<file path="src/rtl/tinker_pkg.sv">
// Shared types and constants for the Tinker instruction fetch stage.
package tinker_pkg;

    localparam int ADDR_W  = 64;
    localparam int INSTR_W = 32;

    localparam logic [ADDR_W-1:0] TINKER_RESET_PC = 64'h2000;

    // RUN fetches normally; FAULT halts fetch after a misaligned redirect.
    typedef enum logic [0:0] {
        ST_RUN   = 1'b0,
        ST_FAULT = 1'b1
    } fetch_state_t;

    // One fetched instruction together with the address it came from.
    typedef struct packed {
        logic [ADDR_W-1:0]  pc;
        logic [INSTR_W-1:0] data;
    } fetch_entry_t;

endpackage

</file>
<file path="src/rtl/tinker_fetch_queue.sv">
// Circular instruction queue between the memory response port and decode.
// Flush empties it in one cycle; push and pop in the same cycle keep the
// count unchanged, including when the queue is full.
module tinker_fetch_queue
    import tinker_pkg::*;
#(
    parameter int QDEPTH = 4
) (
    input  logic                     clk,
    input  logic                     reset_n,
    input  logic                     flush,
    input  logic                     push,
    input  fetch_entry_t             push_entry,
    input  logic                     pop,
    output fetch_entry_t             head_entry,
    output logic [$clog2(QDEPTH):0]  count
);

    localparam int PTR_W = $clog2(QDEPTH);
    localparam int CNT_W = PTR_W + 1;

    logic [PTR_W-1:0] wr_ptr_q, wr_ptr_d;
    logic [PTR_W-1:0] rd_ptr_q, rd_ptr_d;
    logic [CNT_W-1:0] count_q, count_d;
    fetch_entry_t     mem_q [QDEPTH];

    logic full;
    logic do_pop;
    logic do_push;

    assign full    = (count_q == CNT_W'(QDEPTH));
    assign do_pop  = pop && (count_q != '0);
    assign do_push = push && (!full || do_pop);

    // Next pointer/count values; flush wins over push and pop.
    always_comb begin
        // NOTE: every signal gets a default first so no path leaves it unassigned (no latch).
        wr_ptr_d = wr_ptr_q;
        rd_ptr_d = rd_ptr_q;
        count_d  = count_q;
        if (flush) begin
            wr_ptr_d = '0;
            rd_ptr_d = '0;
            count_d  = '0;
        end else begin
            if (do_push) wr_ptr_d = wr_ptr_q + PTR_W'(1);
            if (do_pop)  rd_ptr_d = rd_ptr_q + PTR_W'(1);
            count_d = count_q + CNT_W'(do_push) - CNT_W'(do_pop);
        end
    end

    // Pointer and occupancy registers.
    always_ff @(posedge clk or negedge reset_n) begin
        if (!reset_n) begin
            // NOTE: sequential state uses non-blocking assignments so all flops update together.
            wr_ptr_q <= '0;
            rd_ptr_q <= '0;
            count_q  <= '0;
        end else begin
            wr_ptr_q <= wr_ptr_d;
            rd_ptr_q <= rd_ptr_d;
            count_q  <= count_d;
        end
    end

    // Entry storage write port.
    // NOTE: storage is not reset; count_q alone decides which entries are meaningful.
    always_ff @(posedge clk) begin
        if (do_push && !flush) mem_q[wr_ptr_q] <= push_entry;
    end

    // Head is forced to zero when empty so stale storage never shows at the outputs.
    assign head_entry = (count_q != '0) ? mem_q[rd_ptr_q] : '0;
    assign count      = count_q;

endmodule

</file>
<file path="src/rtl/tinker_fetch.sv">
// Tinker instruction fetch stage: PC generation, credit-limited memory
// requests, in-order response buffering, redirect flush and stale-response
// discard, and misaligned-redirect fault handling.
module tinker_fetch
    import tinker_pkg::*;
#(
    parameter logic [ADDR_W-1:0] RESET_PC = TINKER_RESET_PC,
    parameter int                QDEPTH   = 4
) (
    input  logic                clk,
    input  logic                reset_n,
    input  logic                redirect_valid,
    input  logic [ADDR_W-1:0]   redirect_pc,
    output logic                mem_req_valid,
    input  logic                mem_req_ready,
    output logic [ADDR_W-1:0]   mem_req_addr,
    input  logic                mem_resp_valid,
    input  logic [INSTR_W-1:0]  mem_resp_data,
    output logic                inst_valid,
    input  logic                inst_ready,
    output logic [INSTR_W-1:0]  inst_data,
    output logic [ADDR_W-1:0]   inst_pc,
    output logic                fetch_fault
);

    localparam int CNT_W = $clog2(QDEPTH) + 1;
    localparam int SUM_W = CNT_W + 1;
    localparam logic [SUM_W-1:0] QDEPTH_S = SUM_W'(QDEPTH);

    fetch_state_t      state_q, state_d;
    logic              started_q;
    logic [ADDR_W-1:0] fetch_pc_q, fetch_pc_d;
    logic [ADDR_W-1:0] resp_pc_q, resp_pc_d;
    logic [CNT_W-1:0]  outstanding_q, outstanding_d;
    logic [CNT_W-1:0]  drop_cnt_q, drop_cnt_d;

    logic [CNT_W-1:0]  q_count;
    fetch_entry_t      q_head;
    fetch_entry_t      q_push_entry;
    logic              q_push;
    logic              q_pop;

    logic [SUM_W-1:0]  credit_used;
    logic              req_hs;
    logic              resp_hs;
    logic              redirect_aligned;

    // Requests are only issued while every possible response still has a queue slot.
    assign credit_used      = SUM_W'(outstanding_q) + SUM_W'(q_count);
    assign mem_req_valid    = started_q && (state_q == ST_RUN) && (credit_used < QDEPTH_S);
    assign mem_req_addr     = fetch_pc_q;
    assign req_hs           = mem_req_valid && mem_req_ready;
    assign resp_hs          = mem_resp_valid;
    assign redirect_aligned = (redirect_pc[1:0] == 2'b00);

    // A response is kept only when nothing stale is pending and no redirect kills it.
    assign q_push       = resp_hs && (drop_cnt_q == '0) && !redirect_valid;
    assign q_push_entry = '{pc: resp_pc_q, data: mem_resp_data};
    assign q_pop        = inst_valid && inst_ready;

    // Next-state logic for the FSM, PCs and in-flight bookkeeping.
    always_comb begin
        state_d       = state_q;
        fetch_pc_d    = fetch_pc_q;
        resp_pc_d     = resp_pc_q;
        outstanding_d = outstanding_q + CNT_W'(req_hs) - CNT_W'(resp_hs);
        drop_cnt_d    = drop_cnt_q;

        if (req_hs) fetch_pc_d = fetch_pc_q + ADDR_W'(4);
        if (q_push) resp_pc_d  = resp_pc_q + ADDR_W'(4);

        if (resp_hs && (drop_cnt_q != '0)) drop_cnt_d = drop_cnt_q - CNT_W'(1);

        if (redirect_valid) begin
            // Everything still in flight after this edge belongs to the old path.
            drop_cnt_d = outstanding_d;
            if (redirect_aligned) begin
                state_d    = ST_RUN;
                fetch_pc_d = redirect_pc;
                resp_pc_d  = redirect_pc;
            end else begin
                state_d    = ST_FAULT;
                fetch_pc_d = fetch_pc_q;
                resp_pc_d  = resp_pc_q;
            end
        end
    end

    // Fetch state registers; started_q holds off requests until reset is released.
    always_ff @(posedge clk or negedge reset_n) begin
        if (!reset_n) begin
            state_q       <= ST_RUN;
            started_q     <= 1'b0;
            fetch_pc_q    <= RESET_PC;
            resp_pc_q     <= RESET_PC;
            outstanding_q <= '0;
            drop_cnt_q    <= '0;
        end else begin
            state_q       <= state_d;
            started_q     <= 1'b1;
            fetch_pc_q    <= fetch_pc_d;
            resp_pc_q     <= resp_pc_d;
            outstanding_q <= outstanding_d;
            drop_cnt_q    <= drop_cnt_d;
        end
    end

    tinker_fetch_queue #(
        .QDEPTH (QDEPTH)
    ) u_queue (
        .clk        (clk),
        .reset_n    (reset_n),
        .flush      (redirect_valid),
        .push       (q_push),
        .push_entry (q_push_entry),
        .pop        (q_pop),
        .head_entry (q_head),
        .count      (q_count)
    );

    assign inst_valid  = (q_count != '0);
    assign inst_data   = q_head.data;
    assign inst_pc     = q_head.pc;
    assign fetch_fault = (state_q == ST_FAULT);

endmodule
</file>
<file path="config.mk">
export PLATFORM = sky130hd
export DESIGN_NAME = tinker_fetch
export DESIGN_NICKNAME = d
export VERILOG_FILES = /design/src/rtl/tinker_pkg.sv /design/src/rtl/tinker_fetch_queue.sv /design/src/rtl/tinker_fetch.sv
export SDC_FILE = /design/constraint.sdc
export NUM_CORES = 1
export LEC_CHECK = 0
export CORE_MARGIN = 2
export CORE_UTILIZATION = 30
export DETAILED_ROUTE_END_ITERATION = 8
export GPL_ROUTABILITY_DRIVEN = 0
export PLACE_DENSITY_LB_ADDON = 0.15
export SLEW_MARGIN = 10
export SYNTH_ARGS = -nofsm -noshare
export SYNTH_HDL_FRONTEND = slang
export SYNTH_HIERARCHICAL = 1
export SYNTH_SLANG_ARGS = --single-unit
</file>
<file path="constraint.sdc">
create_clock -name clk -period 13.35 [get_ports clk]
set_clock_uncertainty 0.1 [all_clocks]
set_input_delay 1.335 -clock clk [delete_from_list [all_inputs] [get_ports clk]]
set_output_delay 1.335 -clock clk [all_outputs]
set_load 0.005 [all_outputs]
</file>
**Word-level counts from Yosys, hierarchy flattened**

Memories as Yosys holds them, arrays and structs flattened.
Cells that the tools add are included.

- Bits of input ports: 102
- Bits in latches: 0
- Memories kept: 1
- Output and inout bits: 163
- Register bits: 143
- Memory bits (read-only): 0
- RAM bits: 384
- Word-level logic and storage cells: 64

- Divide/modulo/power cells: 0
- Eq/ne operators: 2
- Add/sub/neg operators: 10
- Magnitude comparators: 1
- Reduce and logical (&&, ||, !) cells: 24
- Multiply operators: 0
- Bitwise operators: 1
- Shifts and indexed selects: 0
- Multiplexer cells: 16

Memory list:

| name | words | width | read ports | clocked after Yosys merged registers in | wr ports | RTL line | source |
|---|---|---|---|---|---|---|---|
| u_queue.mem_q | 4 | 96 | 1 | 0 | 1 | tinker_fetch_queue.sv:25 | `fetch_entry_t mem_q [QDEPTH];` |

Operator list:

| cell | count |
|---|---|
| $mux W64 | 5 |
| $add A64 B3 Y64 const B | 2 |
| $mux W96 | 1 |
| $logic_and A1 B1 Y1 | 10 |
| $reduce_bool A2 Y1 | 5 |
| $mux W3 | 3 |
| $mux W2 | 4 |
| $add A3 B1 Y3 | 2 |
| $reduce_bool A3 Y1 | 2 |
| $sub A3 B1 Y3 | 2 |
| $add A2 B1 Y2 const B | 2 |
| $add A3 B3 Y4 | 1 |
| $lt A4 B3 Y1 const B | 1 |
| $reduce_and A2 Y1 | 2 |
| $eq A3 B3 Y1 const B | 1 |
| $logic_not A3 Y1 | 1 |
| $mux W1 | 3 |
| $sub A3 B1 Y3 const B | 1 |
| $logic_not A1 Y1 | 2 |
| $logic_not A2 Y1 | 1 |
| $ne A2 B1 Y1 const B | 1 |
| $logic_or A1 B1 Y1 | 1 |
| $not A1 Y1 | 1 |

**Longest topological paths before layout**

Gate-level depths: netlist of run 1.

- Depth in word-level cells: 8
- Gate-level depth with buffers: 17
- Mapped depth without buffers: 15

**Hierarchy**

Netlist of run 1, hierarchy kept.

Modules (own cells, without submodules):

| module | sequential area each (um^2) | area an instance (um^2) | instances | cells each |
|---|---|---|---|---|
| tinker_fetch_queue | 11706.2 | 14951.8 | 1 | 654 |
| tinker_fetch | 3405.8 | 8698.3 | 1 | 1043 |

**Worst setup path before layout of run 1**

No wires, ideal clock.

- Kind: in2reg
- Start point: input port redirect_valid
- End point: memory u_queue/mem_q[0][0] (netlist name), enable pin
- Arrival: 9.684 ns
- Setup time: 0.688 ns
- Required time: 12.562 ns
- Slack: 2.878 ns
- Buffers on the path: 3
- Stages: 9
- Cell sequence: buf_2 inv_1 nand3b_1 inv_2 clkbuf_1 buf_1 o41a_1 inv_1 nor3b_1

- Word-level cells in the longest chain between the ends: 6

RTL lines:

| item | RTL line | source |
|---|---|---|
| start: declaration | tinker_fetch.sv:12 | `input logic redirect_valid,` |
| $logic_not A1 Y1 | tinker_fetch.sv:57 | `assign q_push = resp_hs && (drop_cnt_q == '0) && !redirect_valid;` |
| $logic_and A1 B1 Y1 | tinker_fetch.sv:57 |  |
| via q_push | tinker_fetch.sv:40 | `logic q_push;` |
| $logic_and A1 B1 Y1 | tinker_fetch_queue.sv:33 | `assign do_push = push && (!full \|\| do_pop);` |
| $logic_and A1 B1 Y1 | tinker_fetch_queue.sv:69 | `if (do_push && !flush) mem_q[wr_ptr_q] <= push_entry;` |
| $mux W1 | tinker_fetch_queue.sv:69 |  |
| $mux W1 (implied by the code) | tinker_fetch_queue.sv:69 |  |
| end: declaration | tinker_fetch_queue.sv:25 |  |

The timed path passes the listed nets, and every way through them passes these cells.

**Final worst setup path of run 1**

- Start point: input port mem_resp_valid
- End point: memory u_queue/mem_q[2][53] (netlist name), enable pin

- Word-level cells in the longest chain between the ends: 6

RTL lines:

| item | RTL line | source |
|---|---|---|
| start: declaration | tinker_fetch.sv:17 | `input logic mem_resp_valid,` |
| $logic_and A1 B1 Y1 (2 in series) | tinker_fetch.sv:57 |  |
| $logic_and A1 B1 Y1 | tinker_fetch_queue.sv:33 |  |
| $logic_and A1 B1 Y1 | tinker_fetch_queue.sv:69 |  |
| $mux W1 | tinker_fetch_queue.sv:69 |  |
| $mux W1 (implied by the code) | tinker_fetch_queue.sv:69 |  |

Every way passes these cells.

==> metrics.yaml, run 1 <==
die:
  io_pins: 265
  initial_core_util_pct: 30.4
  die_area_mm2: 0.0811
  die_w_um: 285
  die_y_um: 285
  row_count: 102
  design.core.area_mm2: 0.0777
cells_and_area:
  final_common_cell: "edfxtp_1"
  drive_gt1_share_pct: 12.3
  synthToLayoutAreaGrowth_pct: 23.8
  fin_area_mm2: 0.0293
  fin_nets: 2065
  layout_common_cells: "edfxtp_1, clkdlybuf4s50_1, dfrtp_1"
  finalNonFillerCells: 3039
timing:
  relSlewSlack_pct: 37.7
  finalMaxSlewViolations: 0
  finalCriticalPeriod_ps: 5120
  rsz0062_at_grt: "no"
  fmax_mhz: 195
  finalCritPeriodShare_pct: 38.3
  worst_pin_slew_ps: 931
  setup_viol: 0
  hold_viol: 0
  setup_tns_ps: 0
route:
  drcViolationCount: 0
  drtIter0Drc: 1144
  firstDrtPassIters: 6
  wl_per_cell_um: 23.1
  vias: 15600
  drt-total-wl_um: 70100
  drtAntennaViolNets: 0
  routed_via_density: 5.13
global_route:
  grt_usage_pct: 17.2
  grt_pass1_wl_um: 106000
  antenna_found_initial: 4
  grt_pass1_vias: 16000
  gr-total-overflow: 0
  grt_max_degree: 85
placement:
  dp.cells: 2928
  portBuffers: 264
  dp.final_hpwl_um: 46800
  place_area_mm2: 0.0274
synth:
  synth_cells: 1697
  yosys_warnings: 6
  synth_ff_type: "edfxtp_1"
  syn_avg_cell_area_um2: 13.9
  synth_nets: 1815
  yosysSeqAreaShare_pct: 63.9
  netlist-cell-type-count: 84
  async_flop_share_pct: 27.1
  synth-edff-count: 384
  syn-cell-area_mm2: 0.0237
  ys_ff_latch: 527
critical_path:
  slowest_stage: "inv_2"
  critPathLaunchType: "input pin"
  path_max_fanout: 52
  arrival_ps: 5240
  crit_chain: "clkdlybuf4s50_1 -> nand3b_1 -> inv_2 -> o41a_1 -> inv_1 -> nor3b_2 -> buf_4 -> buf_4"
  cp.required_ps: 13480
  slowest_delay_ps: 780
  crit_path_end_kind: "flip-flop"
  worstSetupPathType: "input pin to flip-flop"
  crit_top_cell: "buf_4"
run:
  max-cap-violations: 0
clocking:
  clk_pin_slew_worst_paths_ps: 60
  cts_max_path_buffers: 3
  cts_tree: "yes"
  cts_resized: 0
  cts_inserted_buffers: 57
  clock_latency_ps: 640
  cts_hold_buffers: 0
  cts-root-buf: "clkbuf_16"
  postCtsSetupRepairBufs: 0
  clkSinkCount: 527
  htree_levels: 2
status:
  status: "finished, final reports clean"
power:
  p_per_area_mw_per_mm2: 146
  irDropWorstVdd_mv: 0.0931
  p_leak_nw: 9.78
min_path:
  hold_class: "flip-flop to flip-flop"
-- critical path, delay by kind of cell --
| kind | cells | cell delay, ps |
|---|---|---|
| buf+inv | 5 | 2830 |
| simple gates | 2 | 610 |
| compound gates | 1 | 360 |
-- synthesized netlist by cell type (6+ instances only) --
cell      count  area, um^2
edfxtp_1    384       11500
dfrtp_1     141        3530
nand2_1     112         420
mux4_2       96        2160
a21oi_1      95         475
nor2b_1      90         563
nor2_1       81         304
o21ai_0      79         395
nand3_1      64         320
clkbuf_1     60         225
mux2i_1      48         480
o22ai_1      42         263
nand4_1      36         225
nor3_1       31         155
and3_1       30         188
inv_1        27         101
buf_2        20         100
nor4_1       20         125
a22oi_1      17         128
and2_1       16         100
and4_1       14         123
ha_1         14         175
a31oi_1      10        62.6
buf_1        10        37.5
and2b_1       8        60.1
nand2b_1      8        50.1
nor3b_1       8        60.1
o211ai_1      8        60.1
a32oi_1       6        52.6
or3_1         6        37.5
or4_1         6        45.0
-- cell families (layout without fill, tap and decap cells) --
logic type,Yosys count,in the layout,share of synthesized area (%)
compound gates,319,319,8.28
xor+xnor,9,9,0.333
fa+ha+maj,16,16,0.910
buf+inv,126,425,2.35
flops,527,527,63.9
mux,145,145,11.2
other cells,1,4,0.0159
simple gates,554,554,13.0
-- final cells by class --
| class | count | area, um^2 |
|---|---|---|
| Fill cell | 7383 | 48400 |
| Sequential cell | 527 | 15100 |
| Tap cell | 1040 | 1300 |
| Clock inverter | 30 | 353 |
| Inverter | 28 | 105 |
| Antenna cell | 3 | 7.51 |
| Timing Repair Buffer | 289 | 2830 |
| Clock buffer | 78 | 1540 |
| Multi-Input combinational cell | 1044 | 8030 |
-- report_power, final --
part           internal, mW  leakage [nW]  switching, mW
combinational         0.290          3.65          0.274
clock                 0.926         0.899          0.671
sequential             1.90          5.22          0.209
-- through the flow --
| step | power [mW] | hold slack [ps] | util, % | setup WS [ps] |
|---|---|---|---|---|
| 2_1_floorplan | 2.34 | 368 | - | 2880 |
| 3_3_place_gp | 2.70 | 387 | 35.2 | 7600 |
| 3_5_place_dp | 2.71 | 385 | 35.2 | 7480 |
| 4_1_cts | 4.33 | 399 | 37.7 | 8150 |
| 5_1_grt | 4.48 | 434 | 37.7 | 7890 |
| 6_report | 4.27 | 390 | 37.7 | 8230 |
-- layer usage --
layer / global-route usage (%) / vias up / part of all wire, %
li1: - / 7116 / -
met1: 23.9 / 7936 / 45
met2: 27.5 / 453 / 47
met3: 3.46 / 94 / 5.5
met4: 4.16 / 2 / 2.1
met5: 0 / - / 0.019
-- flip-flops by register name, summed over array words and instances, names as in the netlist --
register	cells
u_queue/mem_q	384
outstanding_q	3
u_queue/count	3
mem_req_addr	64
resp_pc_q	64
drop_cnt_q	3
fetch_fault	1
started_q	1
u_queue/rd_ptr_q	2
u_queue/wr_ptr_q	2
-- final timing paths --
| check | slack, ps | cells after the start | end | startpoint |
|---|---|---|---|---|
| min in group asynchronous | 590 | 1 | mem_req_addr[11] | reset_n |
| max in group asynchronous | 11390 | 2 | mem_req_addr[24] | reset_n |
| setup reg to reg | 8690 | 10 | u_queue/mem_q[2][53] | drop_cnt_q[0] |
| hold reg to reg | 390 | 1 | mem_req_addr[0] | mem_req_addr[0] |
| hold / removal | 390 | 1 | mem_req_addr[0] | mem_req_addr[0] |
| setup / recovery | 8230 | 8 | u_queue/mem_q[2][53] | mem_resp_valid |
Note: power is estimated with default switching activity, not from simulation.
==> run 2: changes to the inputs <==
- clock period: 13.35 -> 4.9 ns (I/O delays scaled with it)
==> metrics.yaml, run 2 (synthesis results as in run 1) <==
cells_and_area:
  largest_register_ffs: 384
  final_common_cell: "edfxtp_1"
  fin_nets: 2073
  synthToLayoutAreaGrowth_pct: 24.4
  regMostFlops: "u_queue/mem_q"
  drive_gt1_share_pct: 12.6
  layout_common_cells: "edfxtp_1, clkdlybuf4s50_1, dfrtp_1"
power:
  p_sw_mw: 3.10
  p_int_mw: 8.51
  clockPowerShare_pct: 36.9
  p_sw_share_pct: 26.7
  p_leak_nw: 9.88
  p_per_area_mw_per_mm2: 394
  irDropWorstVdd_mv: 0.227
  combPwrFrac_pct: 13.5
  pwr-share-seq_pct: 49.6
clocking:
  cts_tree: "yes"
  clkSinkCount: 527
  cts_inserted_buffers: 58
  cts-root-buf: "clkbuf_16"
  cts_max_path_buffers: 3
  htree_levels: 2
  postCtsSetupRepairBufs: 0
  cts_resized: 0
  clk_pin_slew_worst_paths_ps: 60
  clock_latency_ps: 610
route:
  firstDrtPassIters: 5
  drtIter0Drc: 1410
  vias: 15600
  drcViolationCount: 0
  drtAntennaViolNets: 0
  routed_via_density: 5.14
  wl_per_cell_um: 22.8
  drt-total-wl_um: 69400
placement:
  dp.final_hpwl_um: 45000
  portBuffers: 264
global_route:
  antenna_found_initial: 1
  grt_pass1_vias: 15800
  grt_usage_pct: 16.9
  gr-total-overflow: 0
  grt_pass1_wl_um: 104000
  grt_max_degree: 97
die:
  die_w_um: 285
  io_pins: 265
  design.core.area_mm2: 0.0777
  die_area_mm2: 0.0811
  die_y_um: 285
  row_count: 102
  initial_core_util_pct: 30.4
critical_path:
  critPathLaunchType: "flip-flop"
  reg2regPathDepth: 12
  arrival_ps: 3180
  reg2reg_to: "u_queue/count[2]"
  path_max_fanout: 56
  r2r-start: "u_queue/count[1]"
  cp.required_ps: 4310
  rrSetupSlack_ps: 1550
  crit_path_end_kind: "output port"
  worstSetupPathType: "flip-flop to output port"
min_path:
  min_to: "resp_pc_q[36]"
  worstHoldPathCells: 4
  hp-start: "redirect_valid"
  hold_class: "input pin to flip-flop"
timing:
  fmax_mhz: 265
  relSlewSlack_pct: 34.2
  hold_viol: 0
  rsz0062_at_grt: "no"
  worst_pin_slew_ps: 987
  finalCriticalPeriod_ps: 3770
  finalCritPeriodShare_pct: 76.9
  worst_hold_slack_ps: 337
  finalMaxSlewViolations: 0
  setup_tns_ps: 0
  setup_viol: 0
run:
  max-cap-violations: 0
status:
  status: "finished, final reports clean"
[run 2: routing by layer]
metal / global-route usage (%) / wire length (um)
met1: 24.1 / 31700
met2: 26.9 / 32300
met3: 2.84 / 4070
met4: 4.07 / 1370
met5: 0 / 0
[run 2: how the worst max path moves through the flow]
stage	from	endpoint	slack (ps)
2_1_floorplan	drop_cnt_q[0]	u_queue/mem_q[0][0]	60
3_3_place_gp	mem_resp_valid	u_queue/count[2]	1460
3_5_place_dp	mem_resp_valid	u_queue/count[2]	1490
4_1_cts	u_queue/rd_ptr_q[1]	inst_pc[50]	970
5_1_grt	u_queue/rd_ptr_q[1]	inst_pc[47]	960
6_report	u_queue/rd_ptr_q[1]	inst_pc[50]	1130
[run 2: power by group through the flow]
stage	Sequential [mW]	Combinational (mW)	Clock, mW
2_1_floorplan	5.61	0.774	0
3_3_place_gp	5.81	1.57	0
3_5_place_dp	5.83	1.58	0
4_1_cts	5.75	1.60	4.42
5_1_grt	5.82	1.73	4.60
6_report	5.76	1.57	4.28
[run 2: repair_timing]
action	CTS	global route
hold endpoints to repair	76	0
setup endpoints to repair	0	0
hold buffers	1	0
[run 2: metrics by stage]
stage / setup slack (ps) / instance area, um^2 / instances / total power [mW] / util [%]
final: 1130 / 29400 / 3046 / 11.6 / 37.9
after global routing: 957 / 29400 / 3044 / 12.2 / 37.9
after CTS: 968 / 29400 / 3044 / 11.8 / 37.9
after detailed placement: 1490 / 27500 / 2934 / 7.42 / 35.4
after global placement: 1460 / 27500 / 2934 / 7.38 / 35.4
after floorplan: 62.1 / 23700 / 1697 / 6.38 / -
[run 2: worst max-delay path, cell delays in order (launching register included)]
cell	delay, ps
dfrtp_4	1060
buf_4	460
mux4_2	360
nor2b_1	170
clkdlybuf4s50_1	490
[run 2: layout make-up]
type | count | area (um^2)
tap | 1040 | 1300
timing repair buffer | 296 | 2970
antenna | 2 | 5.00
multi-input combinational | 1044 | 8050
sequential | 527 | 15100
fill | 7327 | 48300
inverter | 28 | 105
clock inverter | 27 | 250
clock buffer | 82 | 1620
